[config.mk]
export PLATFORM = sky130hd
export DESIGN_NAME = cpu_seq_ctrl
export DESIGN_NICKNAME = d
export VERILOG_FILES = /design/src/rtl/cpu_seq_ctrl_pkg.sv /design/src/rtl/cpu_seq_ctrl_watchdog.sv /design/src/rtl/cpu_seq_ctrl.sv
export SDC_FILE = /design/constraint.sdc
export NUM_CORES = 1
export LEC_CHECK = 0
export BUFFER_PORTS_ARGS = -buffer_cell sky130_fd_sc_hd__buf_4
export CAP_MARGIN = 30
export CORE_ASPECT_RATIO = 2
export CORE_MARGIN = 2
export CORE_UTILIZATION = 54
export CTS_BUF_LIST = sky130_fd_sc_hd__clkbuf_16
export DETAILED_ROUTE_END_ITERATION = 6
export GPL_ROUTABILITY_DRIVEN = 0
export HOLD_SLACK_MARGIN = 0.08
export PLACE_DENSITY = 0.83
export REMOVE_ABC_BUFFERS = 1
export SKIP_CTS_REPAIR_TIMING = 1
export SLEW_MARGIN = 20
export SYNTH_ARGS = -nofsm -noshare
export SYNTH_HDL_FRONTEND = slang
export SYNTH_SLANG_ARGS = --single-unit
[constraint.sdc]
create_clock -name i_clk -period 3.9 [get_ports i_clk]
set_clock_uncertainty 0.2 [all_clocks]
set_input_delay 0 -clock i_clk [delete_from_list [all_inputs] [get_ports i_clk]]
set_output_delay 0 -clock i_clk [all_outputs]
set_load 0.02 [all_outputs]
[src/rtl/cpu_seq_ctrl_pkg.sv]
// cpu_seq_ctrl_pkg: sequencer state encoding and parameter defaults
package cpu_seq_ctrl_pkg;

   typedef enum logic [2:0] {
      S_BOOT   = 3'd0,
      S_FETCH  = 3'd1,
      S_EXEC   = 3'd2,
      S_MEM    = 3'd3,
      S_MULDIV = 3'd4,
      S_HALT   = 3'd5,
      S_ERR    = 3'd6
   } state_t;

   localparam int unsigned RST_WAIT_DEF = 2;
   localparam int unsigned TMO_W_DEF    = 8;

endpackage

[src/rtl/cpu_seq_ctrl_watchdog.sv]
// cpu_seq_ctrl_watchdog: per-state wait counter that flags a stuck handshake
module cpu_seq_ctrl_watchdog
   import cpu_seq_ctrl_pkg::*;
#(
   parameter int unsigned TMO_W = TMO_W_DEF
) (
   input  logic i_clk,
   input  logic i_rst_n,
   input  logic i_clr,
   input  logic i_en,
   output logic o_expired
);

   // Expires on the cycle that would take the count to all-ones, i.e. the
   // (2**TMO_W-1)th consecutive waiting cycle in one state.
   localparam logic [TMO_W-1:0] LAST = {{(TMO_W-1){1'b1}}, 1'b0};

   logic [TMO_W-1:0] cnt_q;

   // count waiting cycles, restarting on every state change
   always_ff @(posedge i_clk or negedge i_rst_n) begin
      if (!i_rst_n)   cnt_q <= '0;
      else if (i_clr) cnt_q <= '0;
      else if (i_en)  cnt_q <= cnt_q + 1'b1;
   end

   assign o_expired = i_en && (cnt_q == LAST);

endmodule

[src/rtl/cpu_seq_ctrl.sv]
// cpu_seq_ctrl: multi-cycle fetch/exec/mem/muldiv sequencer with retire gating
module cpu_seq_ctrl
   import cpu_seq_ctrl_pkg::*;
#(
   parameter int unsigned RST_WAIT     = RST_WAIT_DEF,
   parameter int unsigned TMO_W        = TMO_W_DEF,
   parameter logic [31:0] INSTRET_INIT = 32'h0
) (
   input  logic        i_clk,
   input  logic        i_rst_n,
   input  logic        i_imem_stall,
   input  logic        i_dmem_stall,
   input  logic        i_is_load,
   input  logic        i_is_store,
   input  logic        i_muldiv,
   input  logic        i_muldiv_done,
   input  logic        i_ecall,
   output logic        o_pc_stall,
   output logic        o_imem_cen,
   output logic        o_dmem_cen,
   output logic        o_dmem_wen,
   output logic        o_muldiv_start,
   output logic        o_rf_wen_gate,
   output logic [31:0] o_instret,
   output logic        o_finish,
   output logic        o_error
);

   localparam int unsigned BW = $clog2(RST_WAIT + 1);

   state_t        state_q, state_nxt;
   logic [BW-1:0] boot_q;
   logic [31:0]   instret_q;
   logic          boot_done, mem_op, retire, wd_en, wd_exp;

   assign boot_done = boot_q == BW'(RST_WAIT - 1);
   assign mem_op    = i_is_load || i_is_store;
   assign wd_en     = state_q == S_FETCH || state_q == S_MEM || state_q == S_MULDIV;

   cpu_seq_ctrl_watchdog #(.TMO_W(TMO_W)) u_wd (
      .i_clk    (i_clk),
      .i_rst_n  (i_rst_n),
      .i_clr    (state_nxt != state_q),
      .i_en     (wd_en),
      .o_expired(wd_exp)
   );

   // state register
   always_ff @(posedge i_clk or negedge i_rst_n) begin
      if (!i_rst_n) state_q <= S_BOOT;
      else          state_q <= state_nxt;
   end

   // post-reset settle counter, only advances in S_BOOT
   always_ff @(posedge i_clk or negedge i_rst_n) begin
      if (!i_rst_n)                             boot_q <= '0;
      else if (state_q == S_BOOT && !boot_done) boot_q <= boot_q + 1'b1;
   end

   // retired-instruction counter, wraps naturally
   always_ff @(posedge i_clk or negedge i_rst_n) begin
      if (!i_rst_n) instret_q <= INSTRET_INIT;
      else          instret_q <= instret_q + 32'(retire);
   end

   // next state and Mealy outputs; a watchdog expiry overrides any handshake
   always_comb begin
      state_nxt      = state_q;
      retire         = 1'b0;
      o_dmem_cen     = 1'b0;
      o_muldiv_start = 1'b0;
      case (state_q)
         S_BOOT:   state_nxt = boot_done ? S_FETCH : S_BOOT;
         S_FETCH:  state_nxt = wd_exp ? S_ERR : (i_imem_stall ? S_FETCH : S_EXEC);
         S_EXEC: begin
            state_nxt      = i_ecall ? S_HALT : mem_op ? S_MEM : i_muldiv ? S_MULDIV : S_FETCH;
            o_dmem_cen     = !i_ecall && mem_op;
            o_muldiv_start = !i_ecall && !mem_op && i_muldiv;
            retire         = !i_ecall && !mem_op && !i_muldiv;
         end
         S_MEM: begin
            state_nxt = wd_exp ? S_ERR : (i_dmem_stall ? S_MEM : S_FETCH);
            retire    = !wd_exp && !i_dmem_stall;
         end
         S_MULDIV: begin
            state_nxt = wd_exp ? S_ERR : (i_muldiv_done ? S_FETCH : S_MULDIV);
            retire    = !wd_exp && i_muldiv_done;
         end
         default:  state_nxt = state_q;
      endcase
   end

   assign o_pc_stall    = !retire;
   assign o_rf_wen_gate = retire;
   assign o_imem_cen    = state_q == S_FETCH;
   assign o_dmem_wen    = o_dmem_cen && i_is_store;
   assign o_instret     = instret_q;
   assign o_finish      = state_q == S_HALT;
   assign o_error       = state_q == S_ERR;

endmodule
==> results.json, run 1 <==
{
  "crit_chain": "or3b_1, nor2_1, nand2_1, o22ai_1, ha_1, ha_1, nand3_1, or2_2, nor4_1, nand3_1, xnor2_1",
  "place_area_sq_um": 2710,
  "slew_viol_final": 0,
  "diodes": 0,
  "ys_seq_area_frac": 0.495,
  "multi_input_area_sq_um": 1080,
  "setup_viol": 0,
  "drt.antenna.violating_nets": 0,
  "worst_pin_slew_ns": 0.700,
  "drt-total-wl_um": 4960,
  "ys_ff_latch": 45,
  "pin_count": 49,
  "start_kind": "flip-flop",
  "dp_hpwl_um": 3600,
  "grt_pass1_wl_um": 8340,
  "vias": 1877,
  "grt_max_degree": 46,
  "io_buffers": 48,
  "antenna_found_initial": 0,
  "slowest_stage": "dfrtp_1",
  "pre_cts_ws_ns": 0.550,
  "power.density_nw_per_um2": 535,
  "synthCells": 223,
  "die_h_um": 95.8,
  "dieArea_sq_um": 4780,
  "nets": 296,
  "htree_levels": 2,
  "synth-edff-count": 0,
  "synthArstFlopShare": 1.00,
  "wl_per_cell_um": 14.8,
  "core_area_sq_um": 4090,
  "clkSinkCount": 45,
  "ys.flop_type": "dfrtp_1",
  "grt_usage": 0.230,
  "rsz0062_at_grt": "no",
  "hold_viol": 0,
  "ir_worst_vdd_mv": 0.552,
  "rows": 33,
  "worst-setup-path-type": "reg -> reg",
  "min_path_type": "in -> async",
  "seqCellArea_sq_um": 1130,
  "cp.arrival_ns": 3.38,
  "final_area_sq_um": 2900,
  "max_freq_ghz": 0.293,
  "synth_area_per_cell_sq_um": 10.2,
  "fillers": 317,
  "status": "completed",
  "max-cap-violations": 0,
  "cts-root-buf": "clkbuf_16",
  "ys.warnings.count": 0,
  "critPathRequiredTime_ns": 3.87,
  "gr-total-overflow": 0,
  "cts_tree": "yes",
  "final.period_utilization": 0.875,
  "fin_setup_tns_ns": 0,
  "start_util": 0.557,
  "drt_pass1_iterations": 5,
  "critPathMaxFanout": 15,
  "synth_area_sq_um": 2280,
  "crit_buf_inv": 0,
  "synth.distinct_cells": 39,
  "slowest_delay_ns": 0.52,
  "clk_pin_slew_worst_paths_ns": 0.06,
  "areaGrowthSynthToFinish_pct": 27.3,
  "critical-path-top-delay-family": "simple AND/OR/NAND/NOR gates",
  "period_minus_slack_ns": 3.41,
  "slew-limit-headroom": 0.527,
  "grt_pass1_vias": 1857,
  "cts.path.max_buffers": 2,
  "final_critical_path_setup_slack_ns": 0.486,
  "die_w_um": 49.9,
  "total_leakage_power_nw": 1.40,
  "numCtsBuffers": 5,
  "end_kind": "flip-flop",
  "layout-drive-gt1-share": 0.223,
  "drc_errors": 0,
  "via_per_inst": 5.60,
  "clock_latency_ns": 0.28,
  "drt_iter0_drc": 67
}
## registers in the layout (all words and copies together), names as in the netlist
signal,cells
state_q,3
boot_q,2
o_instret,32
u_wd.cnt_q,8
## final cells by class
type / count / share of cell area
flip-flops and latches: 45 / 0.389
multi-input cells: 160 / 0.372
repair buffers: 56 / 0.149
clock buffers: 5 / 0.0432
well taps: 52 / 0.0225
inverters: 14 / 0.0181
clock inverters: 3 / 0.00604
## cells in the mapped netlist, types with 2 or more instances
cell	n	area, sq um
nor2b_1	3	18.8
o22ai_1	3	18.8
a211oi_1	3	22.5
and2_1	2	12.5
a31oi_1	2	12.5
a21oi_1	6	30.0
xor2_1	16	140
nor2_1	18	67.6
xnor2_1	22	193
clkbuf_1	2	7.51
and3_1	5	31.3
inv_1	14	52.6
nand3_1	12	60.1
nor4_1	11	68.8
o21ai_0	4	20.0
and4_1	2	17.5
dfrtp_1	45	1130
nand4_1	8	50.1
nor3_1	7	35.0
nand2_1	14	52.6
ha_1	5	62.6
mux2i_1	2	20.0
## kinds of logic (layout without fill, tap and decap cells)
| family | count (synthesis) | after routing | share of synthesized area |
|---|---|---|---|
| buffers and inverters | 18 | 78 | 0.0319 |
| XOR/XNOR | 38 | 38 | 0.146 |
| adder cells (fa/ha/maj) | 5 | 5 | 0.0275 |
| flip-flops | 45 | 45 | 0.495 |
| multiplexers | 2 | 2 | 0.00879 |
| AND/OR/NAND/NOR | 90 | 90 | 0.216 |
| AO/OA/AOI/OAI | 25 | 25 | 0.0747 |
## power by group
group	total, mW	internal (mW)	switching, mW	leakage [nW]
registers	0.606	0.530	0.0752	0.598
clock network	0.406	0.235	0.171	0.0712
logic	0.540	0.225	0.315	0.729
total	1.55	0.990	0.561	1.40
## layer usage
| layer | share of wire | GRT usage |
|---|---|---|
| met4 | 0.028 | 0.123 |
| met3 | 0.037 | 0.0357 |
| met5 | 0 | 0 |
| met2 | 0.57 | 0.423 |
| met1 | 0.36 | 0.247 |
## stage by stage
step | utilization | power [mW] | instances | hold WS (ns)
after floorplan | - | 0.924 | 219 | -0.496
after global placement | 0.662 | 1.12 | 322 | -0.170
after detailed placement | 0.662 | 1.13 | 322 | -0.170
after CTS | 0.697 | 1.54 | 330 | -0.474
after global routing | 0.709 | 1.66 | 335 | 0.103
final | 0.709 | 1.55 | 335 | 0.0502
## final timing paths
check / startpoint / endpoint / slack, ns / depth (start not counted)
min reg2reg: o_instret[29] / o_instret[29] / 0.29 / 1
max in group asynchronous: i_rst_n / o_instret[11] / 3.08 / 2
max reg2reg: state_q[2] / o_instret[18] / 0.49 / 11
min in group i_clk: i_dmem_stall / state_q[1] / 0.10 / 5
max: state_q[2] / o_instret[18] / 0.49 / 11
min: i_rst_n / o_instret[27] / 0.05 / 2
## worst reg2reg max path: stages, from the launching register on
cell     delay (ns)
dfrtp_1        0.52
or3b_1         0.45
nor2_1         0.16
nand2_1        0.07
o22ai_1        0.28
ha_1           0.25
ha_1           0.20
nand3_1        0.17
or2_2          0.35
nor4_1         0.35
nand3_1        0.16
xnor2_1        0.14
## cell usage in the layout (no fill, tap or decap), types with 2 or more instances in the layout
cell type / instances
ha_1: 5
nor2_1: 18
buf_4: 51
mux2i_1: 2
nand2_1: 14
o22ai_1: 3
o21ai_0: 4
a21oi_1: 6
nor2b_1: 3
xor2_1: 16
a31oi_1: 2
xnor2_1: 22
and2_1: 2
nor4_1: 11
inv_1: 14
dfrtp_1: 45
clkbuf_16: 5
nand4_1: 8
and3_1: 5
nor3_1: 7
dlygate4sd3_1: 5
a211oi_1: 3
nand3_1: 12
and4_1: 2
Power figures use the tool's default switching activity.
==> inputs of run 2 (changes only) <==
REMOVE_ABC_BUFFERS = unset   (was 1)
==> results.json, run 2 (synthesized netlist as in run 1, its figures left out) <==
{
  "status": "completed",
  "numCtsBuffers": 5,
  "drc_errors": 0,
  "drt-total-wl_um": 5090,
  "pre_cts_ws_ns": 0.733,
  "wl_per_cell_um": 15.2,
  "slew_viol_final": 0,
  "core_area_sq_um": 4090,
  "fin_setup_tns_ns": 0,
  "slowest_delay_ns": 0.42,
  "nets": 297,
  "r2r_end": "o_instret[18]",
  "total_leakage_power_nw": 1.41,
  "final.period_utilization": 0.817,
  "diodes": 0,
  "ir_worst_vdd_mv": 0.557,
  "drt_iter0_drc": 26,
  "min_path_type": "in -> async",
  "cts_tree": "yes",
  "combPwrFrac": 0.342,
  "rows": 33,
  "crit_path_end": "o_instret[18]",
  "layout_common_cells": "52 x buf_4, 45 x dfrtp_1, 22 x xnor2_1, 18 x nor2_1, 16 x xor2_1",
  "swShare": 0.345,
  "clock_latency_ns": 0.28,
  "cp.arrival_ns": 3.16,
  "period_minus_slack_ns": 3.19,
  "p_int_mw": 1.06,
  "setup_viol": 0,
  "critPathRequiredTime_ns": 3.87,
  "antenna_found_initial": 0,
  "p_sw_mw": 0.560,
  "slew-limit-headroom": 0.574,
  "gr-total-overflow": 0,
  "end_kind": "flip-flop",
  "worst_pin_slew_ns": 0.621,
  "p_total_mw": 1.62,
  "final_critical_path_setup_slack_ns": 0.714,
  "drt.antenna.violating_nets": 0,
  "die_w_um": 49.9,
  "start_util": 0.557,
  "pin_count": 49,
  "final_util": 0.718,
  "power.density_nw_per_um2": 553,
  "crit_start": "state_q[0]",
  "max_freq_ghz": 0.314,
  "grt_pass1_wl_um": 8430,
  "via_per_inst": 5.63,
  "seq_power_share": 0.361,
  "die_h_um": 95.8,
  "cts-root-buf": "clkbuf_16",
  "grt_max_degree": 46,
  "start_kind": "flip-flop",
  "clockPowerShare": 0.298,
  "hold_viol": 0,
  "layout-drive-gt1-share": 0.229,
  "slowest_stage": "or3b_1",
  "clk_pin_slew_worst_paths_ns": 0.07,
  "dieArea_sq_um": 4780,
  "holdWs_ns": 0.0510,
  "cts.path.max_buffers": 2,
  "rsz0062_at_grt": "no",
  "synth_nets": 237,
  "final_common_cell": "buf_4",
  "grt_usage": 0.232,
  "r2r-start": "state_q[0]",
  "drt_pass1_iterations": 4,
  "crit_chain": "or3b_1, nor2_1, nand2_1, o22ai_1, ha_1, ha_1, nand3_1, or2_2, nor4_1, nand3_1, xnor2_1",
  "reg2reg_setup_slack_ns": 0.71,
  "grt_pass1_vias": 1924,
  "clkSinkCount": 45,
  "worst-setup-path-type": "reg -> reg",
  "largest_reg_flops": 32,
  "critPathMaxFanout": 4,
  "htree_levels": 2,
  "dp_hpwl_um": 3610,
  "areaGrowthSynthToFinish_pct": 28.8,
  "vias": 1892,
  "io_buffers": 48,
  "reg2regPathDepth": 11,
  "max-cap-violations": 0
}
[run 2: cell types whose count changed in the layout (fill, tap and decap cells not counted), sizes merged]
cell and delta:
bufinv +1, clkinvlp +1, clkinv -2, buf +1
[run 2: critical path: cells and delay by family, from the launching register on]
| family | cells | cell delay [ns] |
|---|---|---|
| AND/OR/NAND/NOR | 7 | 1.65 |
| adder cells (fa/ha/maj) | 2 | 0.47 |
| flip-flops | 1 | 0.37 |
| AO/OA/AOI/OAI | 1 | 0.26 |
| XOR/XNOR | 1 | 0.14 |
[run 2: how the worst min path moves through the flow]
stage            start          to  slack (ns)  depth (start not counted)
2_1_floorplan  i_rst_n   boot_q[0]       -0.50                          0
4_1_cts        i_rst_n  state_q[2]       -0.47                          1
3_5_place_dp   i_rst_n  state_q[2]       -0.17                          1
3_3_place_gp   i_rst_n  state_q[0]       -0.18                          1
5_1_grt        i_rst_n  state_q[2]        0.12                          2
6_report       i_rst_n  state_q[2]        0.05                          2
[run 2: layout make-up]
cell class | instances | area, sq um
Fill cell | 312 | 1150
Clock buffer | 5 | 125
Tap cell | 52 | 65.1
Sequential cell | 45 | 1130
Multi-Input combinational cell | 160 | 1080
Timing Repair Buffer | 57 | 440
Inverter | 14 | 52.6
Clock inverter | 3 | 46.3
[run 2: per-layer routing]
metal	vias up	global-route usage	wire (um)
met5	-	0	0
met4	0	0.139	131
met3	10	0.0342	136
met2	42	0.424	2940
met1	938	0.246	1890
li1	902	-	-
[run 2: power groups by stage]
stage / logic [mW] / registers [mW] / clock network, mW
after floorplan: 0.317 / 0.625 / 0
after global placement: 0.527 / 0.591 / 0
after detailed placement: 0.540 / 0.595 / 0
after CTS: 0.544 / 0.586 / 0.489
after global routing: 0.611 / 0.596 / 0.507
final: 0.555 / 0.585 / 0.483
[run 2: per-stage QoR]
step,area [sq um],cells
after floorplan,2280,223
after global placement,2710,323
after detailed placement,2710,323
after CTS,2880,331
after global routing,2930,336
final,2930,336
